===== src/rtl/time_entry_ctrl_if.sv =====
// Load bus from the time-entry front end to the alarm clock core.
// The writer side drives BCD digits plus the held load requests.
interface time_entry_ctrl_if;
  logic [1:0] Hour_in1;
  logic [3:0] Hour_in0;
  logic [3:0] Min_in1;
  logic [3:0] Min_in0;
  logic       Load_time;
  logic       Load_Alarm;

  modport master (
    output Hour_in1, Hour_in0, Min_in1, Min_in0, Load_time, Load_Alarm
  );

  modport slave (
    input Hour_in1, Hour_in0, Min_in1, Min_in0, Load_time, Load_Alarm
  );
endinterface


===== src/rtl/time_entry_ctrl.sv =====
// Button-driven HH:MM editor: debounces four buttons, edits digits one field
// at a time and issues a held Load_time / Load_Alarm request to the clock core.
module time_entry_ctrl #(
  parameter int DEBOUNCE_CYCLES = 16,
  parameter int LOAD_HOLD       = 24,
  parameter int TIMEOUT_CYCLES  = 4096
) (
  input  logic                CLK,
  input  logic                reset,
  input  logic                btn_mode,
  input  logic                btn_next,
  input  logic                btn_inc,
  input  logic                btn_confirm,
  time_entry_ctrl_if.master   load_bus,
  output logic                edit_active,
  output logic                edit_alarm,
  output logic [1:0]          field_sel
);

  localparam int CW = $clog2(DEBOUNCE_CYCLES + 1);
  localparam int TW = $clog2(TIMEOUT_CYCLES + 1);
  localparam int HW = $clog2(LOAD_HOLD + 1);

  localparam logic [CW-1:0] DB_LAST   = CW'(DEBOUNCE_CYCLES - 1);
  localparam logic [TW-1:0] TMO_LAST  = TW'(TIMEOUT_CYCLES - 1);
  localparam logic [HW-1:0] HOLD_LAST = HW'(LOAD_HOLD - 1);

  localparam logic [1:0] S_IDLE       = 2'd0;
  localparam logic [1:0] S_EDIT_TIME  = 2'd1;
  localparam logic [1:0] S_EDIT_ALARM = 2'd2;
  localparam logic [1:0] S_LOAD       = 2'd3;

  // Bit order for all button vectors: 0=mode, 1=next, 2=inc, 3=confirm.
  logic [3:0]    btn_raw;
  logic [3:0]    sync_p0;
  logic [3:0]    sync_p1;
  logic [3:0]    db_lvl;
  logic [3:0]    db_lvl_d;
  logic [CW-1:0] db_cnt [4];
  logic [3:0]    evt;

  logic [1:0]    state;
  logic          ld_alarm;
  logic [TW-1:0] tmo_cnt;
  logic [HW-1:0] hold_cnt;

  logic [1:0]    h1;
  logic [3:0]    h0;
  logic [3:0]    m1;
  logic [3:0]    m0;

  logic [1:0]    h1_inc;
  logic [3:0]    h0_inc;
  logic [3:0]    m1_inc;
  logic [3:0]    m0_inc;
  logic          ev_confirm;
  logic          ev_mode;
  logic          ev_next;
  logic          ev_inc;

  function automatic logic [3:0] wrap_inc(input logic [3:0] v, input logic [3:0] lim);
    return (v >= lim) ? 4'd0 : v + 4'd1;
  endfunction

  assign btn_raw = {btn_confirm, btn_inc, btn_next, btn_mode};

  // Stage p0/p1: two-flop synchroniser, then debounce counter per button
  always_ff @(posedge CLK) begin
    if (reset) begin
      sync_p0  <= '0;
      sync_p1  <= '0;
      db_lvl   <= '0;
      db_lvl_d <= '0;
      for (int i = 0; i < 4; i++) db_cnt[i] <= '0;
    end else begin
      sync_p0  <= btn_raw;
      sync_p1  <= sync_p0;
      db_lvl_d <= db_lvl;
      for (int i = 0; i < 4; i++) begin
        if (sync_p1[i] == db_lvl[i]) begin
          db_cnt[i] <= '0;
        end else if (db_cnt[i] == DB_LAST) begin
          db_lvl[i] <= sync_p1[i];
          db_cnt[i] <= '0;
        end else begin
          db_cnt[i] <= db_cnt[i] + 1'b1;
        end
      end
    end
  end

  assign evt = db_lvl & ~db_lvl_d;

  always_comb begin
    ev_confirm = evt[3];
    ev_mode    = evt[0] & ~evt[3];
    ev_next    = evt[1] & ~evt[3] & ~evt[0];
    ev_inc     = evt[2] & ~evt[3] & ~evt[0] & ~evt[1];
    h1_inc     = (h1 == 2'd2) ? 2'd0 : h1 + 2'd1;
    h0_inc     = wrap_inc(h0, (h1 == 2'd2) ? 4'd3 : 4'd9);
    m1_inc     = wrap_inc(m1, 4'd5);
    m0_inc     = wrap_inc(m0, 4'd9);
  end

  // Stage p2: edit FSM, digit registers and load strobe timing
  always_ff @(posedge CLK) begin
    if (reset) begin
      state     <= S_IDLE;
      ld_alarm  <= 1'b0;
      tmo_cnt   <= '0;
      hold_cnt  <= '0;
      field_sel <= 2'd0;
      h1        <= 2'd0;
      h0        <= 4'd0;
      m1        <= 4'd0;
      m0        <= 4'd0;
    end else begin
      case (state)
        S_IDLE: begin
          if (ev_mode) begin
            state     <= S_EDIT_TIME;
            field_sel <= 2'd0;
            tmo_cnt   <= '0;
          end
        end
        S_EDIT_TIME, S_EDIT_ALARM: begin
          if (ev_confirm) begin
            state    <= S_LOAD;
            ld_alarm <= (state == S_EDIT_ALARM);
            hold_cnt <= '0;
          end else if (ev_mode) begin
            state     <= (state == S_EDIT_TIME) ? S_EDIT_ALARM : S_IDLE;
            field_sel <= (state == S_EDIT_TIME) ? 2'd0 : field_sel;
            tmo_cnt   <= '0;
          end else if (ev_next) begin
            field_sel <= field_sel + 2'd1;
            tmo_cnt   <= '0;
          end else if (ev_inc) begin
            tmo_cnt <= '0;
            case (field_sel)
              2'd0: begin
                h1 <= h1_inc;
                // Keep the hour legal when the tens digit rolls up to 2.
                if (h1_inc == 2'd2 && h0 > 4'd3) h0 <= 4'd3;
              end
              2'd1:    h0 <= h0_inc;
              2'd2:    m1 <= m1_inc;
              default: m0 <= m0_inc;
            endcase
          end else if (tmo_cnt == TMO_LAST) begin
            state <= S_IDLE;
          end else begin
            tmo_cnt <= tmo_cnt + 1'b1;
          end
        end
        default: begin
          if (hold_cnt == HOLD_LAST) state <= S_IDLE;
          else                       hold_cnt <= hold_cnt + 1'b1;
        end
      endcase
    end
  end

  assign edit_active         = (state == S_EDIT_TIME) || (state == S_EDIT_ALARM);
  assign edit_alarm          = (state == S_EDIT_ALARM);
  assign load_bus.Load_time  = (state == S_LOAD) && !ld_alarm;
  assign load_bus.Load_Alarm = (state == S_LOAD) && ld_alarm;
  assign load_bus.Hour_in1   = h1;
  assign load_bus.Hour_in0   = h0;
  assign load_bus.Min_in1    = m1;
  assign load_bus.Min_in0    = m0;

endmodule


===== src/flat_wrapper.sv =====
// flat-port wrapper written by rule: the top's interface ports become plain ports
module time_entry_ctrl_flat 
#(
  parameter int DEBOUNCE_CYCLES = 16,
  parameter int LOAD_HOLD       = 24,
  parameter int TIMEOUT_CYCLES  = 4096
)
  (CLK, reset, btn_mode, btn_next, btn_inc, btn_confirm, edit_active, edit_alarm, field_sel, load_bus_Hour_in1, load_bus_Hour_in0, load_bus_Min_in1, load_bus_Min_in0, load_bus_Load_time, load_bus_Load_Alarm);
  time_entry_ctrl_if load_bus_i ();
  input  logic CLK;
  input  logic reset;
  input  logic btn_mode;
  input  logic btn_next;
  input  logic btn_inc;
  input  logic btn_confirm;
  output logic edit_active;
  output logic edit_alarm;
  output logic [1:0] field_sel;
  output wire logic [$bits(load_bus_i.Hour_in1)-1:0] load_bus_Hour_in1;
  output wire logic [$bits(load_bus_i.Hour_in0)-1:0] load_bus_Hour_in0;
  output wire logic [$bits(load_bus_i.Min_in1)-1:0] load_bus_Min_in1;
  output wire logic [$bits(load_bus_i.Min_in0)-1:0] load_bus_Min_in0;
  output wire logic [$bits(load_bus_i.Load_time)-1:0] load_bus_Load_time;
  output wire logic [$bits(load_bus_i.Load_Alarm)-1:0] load_bus_Load_Alarm;
  assign load_bus_Hour_in1 = load_bus_i.Hour_in1;
  assign load_bus_Hour_in0 = load_bus_i.Hour_in0;
  assign load_bus_Min_in1 = load_bus_i.Min_in1;
  assign load_bus_Min_in0 = load_bus_i.Min_in0;
  assign load_bus_Load_time = load_bus_i.Load_time;
  assign load_bus_Load_Alarm = load_bus_i.Load_Alarm;
  time_entry_ctrl #(.DEBOUNCE_CYCLES(DEBOUNCE_CYCLES), .LOAD_HOLD(LOAD_HOLD), .TIMEOUT_CYCLES(TIMEOUT_CYCLES)) u_core (.CLK(CLK), .reset(reset), .btn_mode(btn_mode), .btn_next(btn_next), .btn_inc(btn_inc), .btn_confirm(btn_confirm), .load_bus(load_bus_i), .edit_active(edit_active), .edit_alarm(edit_alarm), .field_sel(field_sel));
endmodule

===== config.mk =====
export PLATFORM = sky130hd
export DESIGN_NAME = time_entry_ctrl_flat
export DESIGN_NICKNAME = d
export VERILOG_FILES = /design/src/rtl/time_entry_ctrl_if.sv /design/src/rtl/time_entry_ctrl.sv /design/src/flat_wrapper.sv
export SDC_FILE = /design/constraint.sdc
export NUM_CORES = 1
export LEC_CHECK = 0
export ABC_AREA = 1
export CORE_UTILIZATION = 41
export CTS_CLUSTER_DIAMETER = 40
export DETAILED_ROUTE_END_ITERATION = 12
export GPL_ROUTABILITY_DRIVEN = 1
export SLEW_MARGIN = 25
export SYNTH_ARGS = -nofsm -noshare
export SYNTH_HDL_FRONTEND = slang
export SYNTH_SLANG_ARGS = --single-unit

===== constraint.sdc =====
create_clock -name CLK -period 2.18 [get_ports CLK]
set_clock_uncertainty 0.1 [all_clocks]
set_input_delay 0.436 -clock CLK [delete_from_list [all_inputs] [get_ports CLK]]
set_output_delay 0.436 -clock CLK [all_outputs]
set_load 0.005 [all_outputs]

==> results of run 1 <==
[layer usage]
layer,share of wire,vias up,wire (um),global-route usage
li1,-,1644,-,-
met1,0.48,1369,3465,0.1881
met2,0.48,27,3518,0.2842
met3,0.027,9,197,0.04427
met4,0.014,0,99,0.05430
met5,0,-,0,0
[cells by family (layout without fill, tap and decap cells)]
group | count (synthesis) | count (layout) | synth area share
AND/OR/NAND/NOR | 217 | 217 | 0.2724
buffers and inverters | 86 | 126 | 0.08554
adder cells (fa/ha/maj) | 28 | 28 | 0.09038
flip-flops | 73 | 73 | 0.4287
AO/OA/AOI/OAI | 75 | 75 | 0.1107
XOR/XNOR | 5 | 5 | 0.01130
other | 1 | 20 | 0.0009674
[metrics by stage]
stage	hold slack (ns)	instances
floorplan	0.2883	504
global placement	0.2944	639
detailed placement	0.2920	639
CTS	0.3026	655
global route	0.3152	655
finish	0.3010	655
[critical path, stage by stage, from the launching register on]
cell             delay, ns
dfxtp_2               0.38
ha_1                  0.20
inv_1                 0.05
nor2_1                0.08
clkdlybuf4s50_1       0.50
[power by group]
| part | switching (uW) | internal, uW |
|---|---|---|
| clock | 561 | 538 |
| combinational | 615 | 321 |
| sequential | 52.8 | 1460 |
| total | 1230 | 2320 |
[state kept, by name, summed over array words and instances, names as in the netlist]
register / count
u_core.hold_cnt: 5
u_core.db_lvl: 4
u_core.field_sel: 2
u_core.state: 2
u_core.db_lvl_d: 4
u_core.tmo_cnt: 13
u_core.load_bus.Min_in1: 4
u_core.db_cnt: 20
u_core.sync_p0: 4
u_core.load_bus.Min_in0: 4
u_core.load_bus.Hour_in1: 2
u_core.load_bus.Hour_in0: 4
u_core.ld_alarm: 1
u_core.sync_p1: 4
[placed cells by master (no fill, tap or decap), types with 4 or more instances in the layout]
| cell type | count |
|---|---|
| clkdlybuf4s50_1 | 24 |
| nor3b_1 | 8 |
| edfxtp_1 | 20 |
| ha_1 | 28 |
| a211oi_1 | 4 |
| a21oi_1 | 35 |
| nor2_1 | 84 |
| nand2_4 | 8 |
| nand3_1 | 22 |
| inv_1 | 76 |
| nor3_1 | 6 |
| o21ai_0 | 22 |
| o21bai_1 | 4 |
| inv_2 | 4 |
| dfxtp_1 | 51 |
| nand2_1 | 72 |
| xor2_1 | 5 |
| clkbuf_8 | 9 |
| conb_1 | 20 |
[repair_timing]
item                       4_1_cts  5_1_grt
gates resized for setup          3        1
pin swaps                        0        0
setup endpoints to repair        1        2
[layout make-up]
cell class,instances,area share
Tap cell,111,0.03048
Clock buffer,9,0.02718
Inverter,81,0.06727
Multi-Input combinational cell,345,0.4289
Sequential cell,73,0.3652
Timing Repair Buffer,29,0.06398
Clock inverter,7,0.01702
[worst max-delay path by stage]
stage / start / depth (start not counted) / slack, ns / to
after CTS: u_core.state[0]$_SDFFE_PP0P_ / 3 / 0.09 / edit_alarm
final: u_core.state[0]$_SDFFE_PP0P_ / 4 / 0.1 / load_bus_Load_time
after global routing: u_core.state[0]$_SDFFE_PP0P_ / 4 / 0.004 / load_bus_Load_time
after global placement: u_core.state[0]$_SDFFE_PP0P_ / 10 / 0.15 / u_core.tmo_cnt[3]$_SDFFE_PP0P_
after detailed placement: u_core.state[0]$_SDFFE_PP0P_ / 10 / 0.07 / u_core.tmo_cnt[3]$_SDFFE_PP0P_
after floorplan: u_core.state[0]$_SDFFE_PP0P_ / 10 / 0.26 / u_core.tmo_cnt[11]$_SDFFE_PP0P_
==> reports/results.ini, run 1 <==
[run_status]
outcome = finished, violations left
violations = design-rule violations

[final_layout]
design_area_um2 = 4557
ff_latch_area_um2 = 1664
drive_gt1_frac = 0.09375
nets = 573
multi_input_area_um2 = 1954
nFillCells = 911
synthToLayoutAreaGrowth_pct = 17.56
antenna_cells = 0
utilization = 0.4955

[timing]
grt_setup_unrepaired = no
setup_viol = 0
fin_setup_tns_ns = 0
drv_slew = 0
fmax_mhz = 480.3
finalCritPeriodShare = 0.9551
layout_setup_ws_ns = 0.09799
hold_viol = 0
post-route-min-period_ns = 2.082

[critical_path]
cp_data_required_time_ns = 1.64
rrSetupSlack_ns = 0.19
crit_arrival_ns = 1.55
critPathMaxFanout = 5
rr_worst_depth = 10
reg2reg_from = u_core.state[0]$_SDFFE_PP0P_
cp-end-kind = output pin
r2r-end = u_core.tmo_cnt[3]$_SDFFE_PP0P_
crit_path_start_kind = flop
worst-setup-path-type = reg -> out

[clocking]
cts.sinks = 73
htree_levels = 3
hold_buffers = 0
clock_path_buffers = 2
root_buffer = clkbuf_8
post_cts_buffers = 0
clock_latency_ns = 0.36
cts_tree = built
numCtsBuffers = 9
path_clk_slew_ns = 0.08

[detailed_routing]
drc_errors = 2
dr.pass1.iters = 8
drtAntennaViolNets = 0
drt_iter0_drc = 144
viasPerCell = 4.655
drt_wl_total_um = 7281
vias = 3049
detail_route.wl_per_cell_um = 11.12

[global_route]
overflow = 0
grt_pass1_wl_um = 12720
first_global_vias = 2912
antenna_found_initial = 0
grt_usage = 0.1611
grt_start_max_net_pins = 22

[power]
leakagePower_uw = 0.001897
power_density_nw_per_um2 = 778.5
power_uw = 3548
vdd_drop_max_mv = 0.4096

[logic_synthesis]
seq_area_frac_synth = 0.4287
ys_ff_latch = 73
async_reset_ff_frac = 0
synth.avg_cell_area_um2 = 7.992
synth_top_area_share = 0.2737
synth_edf_count = 20
synth.distinct_cells = 38
mappedNetlistArea_um2 = 3876
yosysMostFrequentCell = nor2_1
synth_warnings = 0
synthTopCellsByCount = nor2_1, inv_1, nand2_1, dfxtp_1, a21oi_1
synth_top_area_cell = dfxtp_1
synthCells = 485
ys_top_cells_by_area = dfxtp_1, edfxtp_1, ha_1
synth-main-ff-cell = dfxtp_1

[worst_hold_path]
worstHoldStart = u_core.sync_p0[2]$_SDFF_PP0_
hold_end = u_core.sync_p1[2]$_SDFF_PP0_
min_path_type = reg -> reg
holdPathStages = 2

[floorplanning]
die_width_um = 99.23
die_y_um = 99.23
rows = 35
die-area_um2 = 9847
core-area_um2 = 9196
start_util = 0.4215
io_pins = 26

[run]
cap_violations = 0

[placed_design]
io_buffers = 25
dpl_worst_slack_ns = 0.06578
dp_hpwl_um = 5323
place_area_um2 = 4352
place_congestion = 0.8285

Note: power is estimated with default switching activity, not from simulation.
==> run 2: changes to the inputs <==
Settings changed: CELL_PAD_IN_SITES_DETAIL_PLACEMENT set to 0, CELL_PAD_IN_SITES_GLOBAL_PLACEMENT set to 1, PLACE_DENSITY_LB_ADDON set to 0.1.
==> run 2 against run 1 <==
The flow now finishes without violations. Largest cell class unchanged. Critical path depth down 1. First-iteration DRC count is 52% lower. Fmax shrank 1.4%. Utilization increased by 0.59 points. Power is 6.3% higher. Routed wire length down 0.85%. Sequential share of layout area shrank 0.43 points.
==> reports/results.ini, run 2 (synthesis gave the netlist of run 1 again) <==
[power]
pwr-share-seq = 0.401
power_frac_clock = 0.342
power_density_nw_per_um2 = 817.7
p_sw_frac = 0.3189
p_int_uw = 2568
p_switching_uw = 1202
leakagePower_uw = 0.001923
vdd_drop_max_mv = 0.4250
comb_power_share = 0.257
power_uw = 3770

[final_layout]
final_cell_mix = nor2_1, inv_1, nand2_1
synthToLayoutAreaGrowth_pct = 18.95
nFillCells = 899
top_register = u_core.db_cnt
multi_input_area_um2 = 1969
nets = 575
design_area_um2 = 4611
drive_gt1_frac = 0.09890
antenna_cells = 0
ff_latch_area_um2 = 1664
utilization = 0.5014
reg.largest.list = u_core.db_cnt (20), u_core.tmo_cnt (13), u_core.hold_cnt (5)
final_common_cell = nor2_1
largest_reg_flops = 20

[critical_path]
worst-setup-path-type = reg -> out
cp-end-kind = output pin
crit_path_start_kind = flop
critPathMaxFanout = 5
crit_arrival_ns = 1.58
cp_data_required_time_ns = 1.64

[global_route]
grt_pass1_wl_um = 12590
antenna_found_initial = 0
overflow = 0
grt_usage = 0.1599
first_global_vias = 2777
grt_start_max_net_pins = 22

[timing]
drv_slew = 0
finalCritPeriodShare = 0.9684
setup_viol = 0
whs_ns = 0.3056
post-route-min-period_ns = 2.111
hold_viol = 0
fmax_mhz = 473.7
grt_setup_unrepaired = yes

[clocking]
path_clk_slew_ns = 0.08
clock_latency_ns = 0.35
root_buffer = clkbuf_8
hold_buffers = 0
cts_tree = built
numCtsBuffers = 9
post_cts_buffers = 0
cts.sinks = 73
htree_levels = 3
clock_path_buffers = 2

[detailed_routing]
dr.pass1.iters = 4
drc_errors = 0
drtAntennaViolNets = 0
drt_wl_total_um = 7219
drt_iter0_drc = 69
vias = 3030
detail_route.wl_per_cell_um = 10.99
viasPerCell = 4.612

[floorplanning]
rows = 35
core-area_um2 = 9196
start_util = 0.4215
die_y_um = 99.23
die_width_um = 99.23
die-area_um2 = 9847
io_pins = 26

[worst_hold_path]
min_path_type = reg -> reg

[run_status]
outcome = finished, final reports clean

[placed_design]
dp_hpwl_um = 5307
io_buffers = 25
place_congestion = 0.8047
place_area_um2 = 4354

[run]
cap_violations = 0

[run 2: path summary, 6_finish.rpt]
path                           startpoint                        endpoint  slack [ns]  cells past startpoint
max          u_core.state[0]$_SDFFE_PP0P_                      edit_alarm        0.07                      3
min reg2reg  u_core.sync_p0[3]$_SDFF_PP0_    u_core.sync_p1[3]$_SDFF_PP0_        0.31                      2
min          u_core.sync_p0[3]$_SDFF_PP0_    u_core.sync_p1[3]$_SDFF_PP0_        0.31                      2
max reg2reg  u_core.state[0]$_SDFFE_PP0P_  u_core.tmo_cnt[3]$_SDFFE_PP0P_        0.18                     10
[run 2: critical path, cell delays in order (launching register included)]
cell	delay, ns
dfxtp_2	0.35
inv_1	0.13
ha_2	0.24
clkdlybuf4s50_1	0.51
[run 2: power groups by stage]
stage | sequential [uW] | combinational (uW) | clock, uW
final | 1510 | 967 | 1290
after global routing | 1520 | 1090 | 1390
after CTS | 1510 | 943 | 1340
after detailed placement | 1540 | 946 | 0
after global placement | 1540 | 950 | 0
after floorplan | 1530 | 737 | 0
[run 2: what timing repair did]
action / in CTS / in global routing
endpoints found under the setup margin: 2 / 8
gates resized for setup: 3 / 2
cloned: 0 / 0
[run 2: metal layers]
layer,wire (um),vias to the layer above,GRT usage
met5,0,-,0
li1,-,1648,-
met4,90,0,0.04751
met2,3203,36,0.2564
met1,3713,1333,0.2119
met3,212,13,0.04216
[run 2: layout make-up]
| class | count | area share |
|---|---|---|
| Clock buffer | 10 | 0.02768 |
| Clock inverter | 6 | 0.02442 |
| Inverter | 81 | 0.06594 |
| Multi-Input combinational cell | 345 | 0.4271 |
| Sequential cell | 73 | 0.3609 |
| Tap cell | 111 | 0.03012 |
| Timing Repair Buffer | 31 | 0.06377 |
[run 2: through the flow]
stage / cells / setup slack, ns / TNS [ns]
floorplan: 504 / 0.2608 / 0
CTS: 657 / 0.05641 / 0
detailed placement: 641 / 0.03129 / 0
finish: 657 / 0.06889 / 0
global placement: 641 / 0.09496 / 0
global route: 657 / -0.02579 / -0.02618
==> run 3: changes to the inputs <==
Settings changed: CTS_CLUSTER_DIAMETER 40 to 50, SKIP_CTS_REPAIR_TIMING set to 1.
==> run 3 against run 2 <==
Power decreased by 0.29%. Global-route usage unchanged. Non-clock buffer count unchanged. Worst setup slack improved by 0.014 ns. Combinational power decreased by 0.9%. Flip-flop and latch count unchanged. Utilization about the same. Die area unchanged. Cell count unchanged. Clock-buffer cell count unchanged.
==> reports/results.ini, run 3 (synthesis gave the netlist of run 1 again) <==
[timing]
setup_viol = 0
fin_setup_tns_ns = 0
drv_slew = 0
finalCritPeriodShare = 0.9621
fmax_mhz = 476.8
post-route-min-period_ns = 2.097
hold_viol = 0
grt_setup_unrepaired = no

[critical_path]
crit_arrival_ns = 1.56
critPathMaxFanout = 5
crit_path_start_kind = flop
cp-end-kind = output pin
worst-setup-path-type = reg -> out
cp_data_required_time_ns = 1.64

[floorplanning]
die-area_um2 = 9847
rows = 35
start_util = 0.4215
die_y_um = 99.23
io_pins = 26
core-area_um2 = 9196
die_width_um = 99.23

[clocking]
path_clk_slew_ns = 0.08
htree_levels = 3
cts.sinks = 73
cts_tree = built
root_buffer = clkbuf_8
clock_path_buffers = 2
clock_latency_ns = 0.35
numCtsBuffers = 9

[detailed_routing]
met2_length_um = 3223
vias = 3033
dr.pass1.iters = 4
drt-met1-wl_um = 3731
drt_iter0_drc = 71
detail_route.wl_per_cell_um = 11.00
drtAntennaViolNets = 0
met3_length_um = 197
viasPerCell = 4.616
highest_layer = met4
drt_wl_total_um = 7228
drc_errors = 0

[final_layout]
final_common_cell = nor2_1
largest_reg_flops = 20
synthToLayoutAreaGrowth_pct = 18.85
drive_gt1_frac = 0.1026
nets = 575
final_cell_mix = nor2_1, inv_1, nand2_1
antenna_cells = 0
top_register = u_core.db_cnt
reg.largest.list = u_core.db_cnt (20), u_core.tmo_cnt (13), u_core.hold_cnt (5)
utilization = 0.5010

[placed_design]
dp_hpwl_um = 5307
place_congestion = 0.8047
io_buffers = 25

[run_status]
outcome = finished, final reports clean

[run]
cap_violations = 0

[global_route]
grt_usage = 0.1599
first_global_vias = 2777
grt_pass1_wl_um = 12590
grt_start_max_net_pins = 22
overflow = 0
antenna_found_initial = 0

[power]
leakagePower_uw = 0.001929
vdd_drop_max_mv = 0.4262
power_density_nw_per_um2 = 816.0

[worst_hold_path]
min_path_type = reg -> reg

-- run 3: final timing paths --
kind / cells after the start / endpoint / startpoint / slack [ns]
setup / recovery: 3 / edit_alarm / u_core.state[0]$_SDFFE_PP0P_ / 0.08
hold / removal: 2 / u_core.sync_p1[3]$_SDFF_PP0_ / u_core.sync_p0[3]$_SDFF_PP0_ / 0.31
setup reg to reg: 10 / u_core.tmo_cnt[6]$_SDFFE_PP0P_ / u_core.state[1]$_SDFFE_PP0P_ / 0.19
hold reg to reg: 2 / u_core.sync_p1[3]$_SDFF_PP0_ / u_core.sync_p0[3]$_SDFF_PP0_ / 0.31
-- run 3: per-stage QoR --
| step | instances | setup slack (ns) | area [um2] | power, uW | hold slack, ns |
|---|---|---|---|---|---|
| 3_5_place_dp | 641 | 0.03129 | 4354 | 2488 | 0.2949 |
| 4_1_cts | 657 | -0.1959 | 4594 | 3800 | 0.3074 |
| 3_3_place_gp | 641 | 0.09496 | 4354 | 2486 | 0.2971 |
| 5_1_grt | 657 | 0.007842 | 4607 | 3990 | 0.3240 |
| 6_report | 657 | 0.08273 | 4607 | 3759 | 0.3054 |
| 2_1_floorplan | 504 | 0.2608 | 3948 | 2265 | 0.2883 |
-- run 3: metal layers --
metal	global-route usage	up-vias
met5	0	-
met4	0.04751	0
met3	0.04216	8
met2	0.2564	33
met1	0.2119	1345
li1	-	1647
-- run 3: worst max-delay path, stage by stage, from the launching register on --
cell	delay [ns]
dfxtp_4	0.37
inv_1	0.08
ha_1	0.24
clkdlybuf4s50_1	0.53
-- run 3: layout make-up --
cell class | instances | area [um2]
fillers | 899 | 4589
multi-input cells | 345 | 1959
flip-flops and latches | 73 | 1667
inverters | 81 | 304.0
repair buffers | 31 | 297.8
well taps | 111 | 138.9
clock buffers | 10 | 127.6
clock inverters | 6 | 112.6
-- run 3: report_power, final --
part           internal [uW]  total, uW  leakage, uW  switching (uW)
registers               1460       1510     0.000637            53.1
logic                    329        958      0.00117             629
clock network            767       1290     0.000121             519
